$ cat src/rtl/ground_cmd_encoder.sv
// Ground/ceiling display command issuer: queues sprite updates, emits one command word per cycle, closes frames with a swap.
// Optional macro CMD_COORD_CLAMP_EN saturates coordinate payloads (types 010/011/100) to 639 at queue entry.
module ground_cmd_encoder #(
    parameter int FIFO_DEPTH = 8
) (
    input  logic        clk,
    input  logic        reset,
    input  logic        req_valid,
    output logic        req_ready,
    input  logic [5:0]  req_sub_comp,
    input  logic [4:0]  req_child,
    input  logic [2:0]  req_type,
    input  logic [12:0] req_msg,
    input  logic        frame_end,
    output logic [31:0] writedata,
    output logic        disp_buf,
    output logic        busy,
    output logic        frame_overrun
);
    localparam int AW = $clog2(FIFO_DEPTH);

    typedef struct packed {
        logic [5:0]  sub_comp;
        logic [4:0]  child;
        logic [2:0]  typ;
        logic [12:0] msg;
    } req_t;

    typedef enum logic [1:0] {IDLE, SEND, SWAP} state_t;

    req_t        mem [FIFO_DEPTH];
    req_t        head;
    req_t        req_in;
    logic [AW:0] wr_ptr, rd_ptr, wr_ptr_next, rd_ptr_next;
    logic        fifo_empty, fifo_full, push, pop;
    logic        swap_pending, swap_hold;
    logic        swap_pending_next, swap_hold_next, disp_buf_next, overrun_next, busy_next;
    logic [31:0] writedata_next;
    state_t      state;

    function automatic req_t clamp_req(input req_t r);
        req_t o;
        o = r;
`ifdef CMD_COORD_CLAMP_EN
        if (r.typ == 3'b010 || r.typ == 3'b011 || r.typ == 3'b100) begin
            o.msg = {3'b000, (r.msg[9:0] > 10'd639) ? 10'd639 : r.msg[9:0]};
        end
`endif
        return o;
    endfunction

    assign fifo_empty = (wr_ptr == rd_ptr);
    assign fifo_full  = (wr_ptr[AW] != rd_ptr[AW]) && (wr_ptr[AW-1:0] == rd_ptr[AW-1:0]);
    // Ready stays low through the SWAP cycle so next-frame requests start strictly after it.
    assign req_ready  = !fifo_full && !swap_pending && !swap_hold;
    assign push       = req_valid && req_ready;
    assign head       = mem[rd_ptr[AW-1:0]];
    assign req_in     = clamp_req('{sub_comp: req_sub_comp, child: req_child,
                                    typ: req_type, msg: req_msg});

    always_comb begin
        state = IDLE;
        if (!fifo_empty) begin
            state = SEND;
        end else if (swap_pending) begin
            state = SWAP;
        end
    end

    always_comb begin
        writedata_next    = '0;
        disp_buf_next     = disp_buf;
        swap_pending_next = swap_pending;
        swap_hold_next    = 1'b0;
        overrun_next      = frame_overrun;
        pop               = 1'b0;
        case (state)
            SEND: begin
                pop            = 1'b1;
                writedata_next = {head.sub_comp, head.child, 4'b0001, head.typ, ~disp_buf, head.msg};
            end
            SWAP: begin
                writedata_next    = {11'b0, 4'b1111, 3'b000, ~disp_buf, 13'b0};
                disp_buf_next     = ~disp_buf;
                swap_pending_next = 1'b0;
                swap_hold_next    = 1'b1;
            end
            default: ;
        endcase
        // A second frame_end while a swap is still owed is dropped and flagged.
        if (frame_end) begin
            if (swap_pending) begin
                overrun_next = 1'b1;
            end else begin
                swap_pending_next = 1'b1;
            end
        end
        wr_ptr_next = push ? wr_ptr + (AW+1)'(1) : wr_ptr;
        rd_ptr_next = pop  ? rd_ptr + (AW+1)'(1) : rd_ptr;
        busy_next   = (wr_ptr_next != rd_ptr_next) || swap_pending_next;
    end

    always_ff @(posedge clk) begin
        if (reset) begin
            wr_ptr        <= '0;
            rd_ptr        <= '0;
            writedata     <= '0;
            disp_buf      <= 1'b0;
            swap_pending  <= 1'b0;
            swap_hold     <= 1'b0;
            frame_overrun <= 1'b0;
            busy          <= 1'b0;
        end else begin
            wr_ptr        <= wr_ptr_next;
            rd_ptr        <= rd_ptr_next;
            writedata     <= writedata_next;
            disp_buf      <= disp_buf_next;
            swap_pending  <= swap_pending_next;
            swap_hold     <= swap_hold_next;
            frame_overrun <= overrun_next;
            busy          <= busy_next;
        end
    end

    // Queue storage carries data only; the pointers alone define occupancy.
    always_ff @(posedge clk) begin
        if (push) begin
            mem[wr_ptr[AW-1:0]] <= req_in;
        end
    end
endmodule

$ cat config.mk
export PLATFORM = sky130hd
export DESIGN_NAME = ground_cmd_encoder
export DESIGN_NICKNAME = d
export VERILOG_FILES = /design/src/rtl/ground_cmd_encoder.sv
export SDC_FILE = /design/constraint.sdc
export NUM_CORES = 1
export LEC_CHECK = 0
export CAP_MARGIN = 0
export CORE_MARGIN = 2
export CORE_UTILIZATION = 40
export DETAILED_ROUTE_END_ITERATION = 10
export PLACE_DENSITY = 0.6
export SETUP_SLACK_MARGIN = 0.3
export SYNTH_ARGS = -nofsm -noshare
export SYNTH_HDL_FRONTEND = slang
export SYNTH_SLANG_ARGS = --single-unit
export TNS_END_PERCENT = 5
$ cat constraint.sdc
create_clock -name clk -period 4 [get_ports clk]
set_input_delay 0.4 -clock clk [delete_from_list [all_inputs] [get_ports clk]]
set_output_delay 0.4 -clock clk [all_outputs]
set_load 0.05 [all_outputs]
[Word-level counts from Yosys, hierarchy flattened]
Memories as Yosys holds them, arrays and structs flattened. A register that Yosys moved wholly into a read port is not among the register bits.
Index checks and enable logic that the tools add are counted.
Storage, ports and cells
  register bits: 45
  input bits: 31
  memory bits (writable): 216
  output and inout port bits: 36
  memories kept: 1
  word-level logic and storage cells: 40
Cells by class
  $add $sub $neg: 2
  mux-type cells: 13
  equal/unequal tests: 6
  reduce and logical (&&, ||, !) cells: 9
  bitwise operators: 1
Memory list
  mem: words 8, bits a word 27, rd ports 1, clocked after Yosys merged registers in 1, wr ports 1, line 31  | req_t mem [FIFO_DEPTH];
Operator list (number)
  $pmux W32 S2: 1
  $add A4 B1 Y4 const B: 2
  $mux W4: 2
  $mux W1: 7
  $eq A4 B4 Y1: 1
  $logic_and A1 B1 Y1: 4
  $mux W2: 2
  $ne A4 B4 Y1: 1
  $eq A3 B3 Y1: 1
  $logic_not A1 Y1: 3
  $mux W3: 1
  $eq A2 B1 Y1 const B: 1
  $eq A2 B2 Y1 const B: 1
  $reduce_and A2 Y1: 1
  $logic_or A1 B1 Y1: 1
  $ne A1 B1 Y1: 1
  $not A1 Y1: 1

[Logic depth before layout (Yosys ltp)]
  depth after elaboration: 9
  mapped depth: 7
  depth with buffers taken out: 6

[Worst setup path before layout]
Ideal clock, no wire load.
  path type: input to register
  from: in req_valid
  to: mem mem[2][0] in the netlist's numbering, enable pin
  required time: 3555 ps
  arrival time: 3147 ps
  cell stages on the path: 4
  path slack: 408 ps
  buffers on the path: 0
  setup time: 445 ps
  cell sequence: nor3b_1 o41ai_4 or2_1 nor3_1
Between the ends
  longest elaborated chain between the ends: 3
RTL lines
  from (decl): line 8  | input logic req_valid,
  $logic_and A1 B1 Y1: line 56  | assign push = req_valid && req_ready;
  $mux W1: line 127  | if (push) begin
  $mux W1 (not written as such): line 128  | mem[wr_ptr[AW-1:0]] <= req_in;
  to (decl): line 31
No other way between the ends.

[Worst setup path in the final report]
  from: reg rd_ptr[2]
  to: out req_ready
Between the ends
  longest elaborated chain between the ends: 5
RTL lines
  from (decl): line 34  | logic [AW:0] wr_ptr, rd_ptr, wr_ptr_next, rd_ptr_next;
  from (signal assigned): line 115  | rd_ptr <= rd_ptr_next;
  $eq A3 B3 Y1: line 53  | assign fifo_full = (wr_ptr[AW] != rd_ptr[AW]) && (wr_ptr[AW-1:0] == rd_ptr[AW-1:0]);
  $logic_and A1 B1 Y1: line 53
  $logic_not A1 Y1: line 55  | assign req_ready = !fifo_full && !swap_pending && !swap_hold;
  $logic_and A1 B1 Y1 (2 in a row): line 55
  to (decl): line 9  | output logic req_ready,
No other way between the ends.

==> flow_summary_export.csv <==
group,metric,value,unit
clocking,clock_sinks,258,
critical_path,critPathArrivalTime,2680,ps
critical_path,endpoint_kind,"output pin",
critical_path,reg2reg_depth,5,
layout,mostFrequentLayoutCells,"edfxtp_1 (216), clkdlybuf4s50_1 (66), mux4_2 (54)",
layout,fin_cells,888,
timing,min_period,3080,ps
pwr,p_per_area,690,nW/µm²
place,place_ws,905,ps
synthesis,ys_ff_latch,258,
timing,maxSlewViolCount,0,
pwr,p_leak,3.69,nW
worst_hold_path,min_path_cells,2,
floorplanning,core_area,23400,µm²
detailed_routing,drt_wl_total,17.8,mm
critical_path,worstPathRequired,3600,ps
clocking,clk_path_buf_depth,3,
pwr,ir_drop,347,µV
critical_path,r2r_slack,1320,ps
place,post-dp-hpwl,10.3,mm
synthesis,synthDistinctLibCells,30,
pwr,sw_frac_of_total,29.2,%
clocking,postCtsHoldBufs,0,
timing,worst_pin_slew,847,ps
timing,period_share,77.1,%
clocking,htree_levels,1,
clocking,cts_tree,"built",
layout,nets,580,
global_routing,grt-ovfl-total,0,
pwr,power_frac_clock,33.3,%
place,dpl_cell_area,10600,µm²
global_routing,grt_use_total,14.7,%
detailed_routing,drtIter0Drc,310,
floorplanning,start_util,40.7,%
clocking,worst_skew_pair.late_latency,530,ps
floorplanning,rows,56,
timing,timing.final.ws_setup,917,ps
global_routing,grt_pass1_wl,27.4,mm
clocking,clkTransAtPathRegs,60,ps
synthesis,ys_warn_count,0,
timing,grt_setup_unrepaired,"no",
floorplanning,die_y,158,µm
floorplanning,ios,67,
synthesis,synth_nets,495,
timing,hold_viol,0,
place,dp_cells,836,
detailed_routing,wl_per_cell,20.1,µm
timing,relSlewSlack,43.5,%
detailed_routing,drc,0,
layout,drive_gt1_share,22.8,%
timing,tns,0,ps
place,place_congestion,0.692,
layout,postLayoutCellArea,11600,µm²
floorplanning,dieArea,25000,µm²
floorplanning,die_w,158,µm
timing,skew,13.5,ps
clocking,cts_setup_buffers,0,
clocking,cts-root-buf,"clkbuf_16",
detailed_routing,first_pass_iters,4,
outcome,status,"completed",
pwr,power,8.03,mW
detailed_routing,ant_nets,0,
clocking,cts_resized,0,
critical_path,crit_type,"flip-flop to output pin",
layout,final_common_cell,"edfxtp_1",
layout,antenna_cells,0,
synthesis,yosysSeqAreaShare,77.0,%
detailed_routing,route.vias.total,4434,
synthesis,synth_area_per_cell,20.6,µm²
timing,setup_viol,0,
layout,area_growth,22.2,%
global_routing,antenna_found_initial,0,
global_routing,grt_start_max_net_pins,58,
pwr,pwr-share-comb,25.6,%
pwr,power_switching,2.34,mW
synthesis,syn-cell-area,9520,µm²
detailed_routing,vias_per_cell,4.99,
pwr,power.internal,5.69,mW
worst_hold_path,hold_class,"flip-flop to flip-flop",
critical_path,startpoint_type,"flip-flop",
synthesis,synth_cells,462,
layout,nFillCells,1924,
pwr,seqPwrFrac,41.1,%
clocking,numCtsBuffers,28,
flow_run,maxCapViolations,0,
critical_path,critPathMaxFanout,17,
place,port_buffers,66,
timing,fmaxAchievable,324,MHz
global_routing,grt_pass1_vias,4693,
timing,hold_slack,475,ps
layout,fin_util,49.7,%
-- worst max-delay path, stage by stage, from the launching register on --
cell             delay [ps]
dfxtp_2                 740
xnor2_1                 240
nand2_1                 140
nor3_1                   60
nor3_1                  150
clkdlybuf4s50_1         830
-- Yosys cell counts --
master | count | share of area, %
edfxtp_1 | 216 | 68
a41oi_2 | 1 | 0.17
nor3b_1 | 1 | 0.079
a21oi_1 | 1 | 0.053
dfxtp_1 | 42 | 8.8
nor2_1 | 46 | 1.8
xnor2_2 | 1 | 0.17
a21o_1 | 1 | 0.079
or2_1 | 1 | 0.066
nor3_2 | 1 | 0.11
xor2_1 | 6 | 0.55
buf_2 | 11 | 0.58
nand2b_1 | 4 | 0.26
o41ai_4 | 1 | 0.29
buf_1 | 1 | 0.039
nor3_1 | 7 | 0.37
nand4_2 | 1 | 0.13
a31oi_1 | 1 | 0.066
o21ai_0 | 1 | 0.053
inv_1 | 3 | 0.12
clkbuf_1 | 10 | 0.39
nand3_1 | 1 | 0.053
xnor2_1 | 10 | 0.92
buf_4 | 4 | 0.32
nor2_2 | 1 | 0.066
nand4_1 | 1 | 0.066
mux2i_1 | 29 | 3.0
mux4_2 | 54 | 13
nand2_1 | 3 | 0.12
ha_1 | 2 | 0.26
-- kinds of logic (layout without fill, tap and decap cells) --
logic type | Yosys count | in the layout | share of synthesized area (%)
flops | 258 | 258 | 77.0
mux | 83 | 83 | 15.8
simple gates | 67 | 67 | 3.13
buf+inv | 29 | 136 | 1.45
xor+xnor | 17 | 17 | 1.64
compound gates | 6 | 6 | 0.710
fa+ha+maj | 2 | 2 | 0.263
-- power groups by stage --
stage | logic, mW | registers, mW | clock network, mW
after floorplan | 1.09 | 3.73 | 0
after global placement | 2.08 | 3.35 | 0
final | 2.05 | 3.30 | 2.68
after detailed placement | 2.09 | 3.36 | 0
after CTS | 2.09 | 3.31 | 2.73
after global routing | 2.19 | 3.33 | 2.83
-- cell type report --
cell class	count	area, µm²	share of cell area [%]
Clock buffer	43	860	7.39
Clock inverter	9	126	1.09
Inverter	3	11.3	0.0968
Multi-Input combinational cell	175	2110	18.1
Sequential cell	258	7330	63.0
Tap cell	319	399	3.43
Timing Repair Buffer	81	798	6.86
-- state kept, by name, summed over array words and instances, names as in the netlist --
register,cells
busy,1
disp_buf,1
frame_overrun,1
swap_pending,1
rd_ptr,4
wr_ptr,4
mem,216
writedata,30
-- worst paths after layout --
check | to | startpoint
worst max-delay path | req_ready | rd_ptr[2]$_SDFF_PP0_
worst min-delay path | frame_overrun$_SDFFE_PP0P_ | frame_overrun$_SDFFE_PP0P_
worst max register to register | mem[1][15]$_DFFE_PP_ | rd_ptr[0]$_SDFF_PP0_
worst min register to register | frame_overrun$_SDFFE_PP0P_ | frame_overrun$_SDFFE_PP0P_
-- metal layers --
metal  vias up  GRT usage, %  routed length [µm]
met5         -             0                   0
met4         0          4.08                 344
met3        30          2.80                 646
met2        87          24.7                8900
met1      2318          19.8                7950
li1       1999             -                   -
Note: power is estimated with default switching activity, not from simulation.
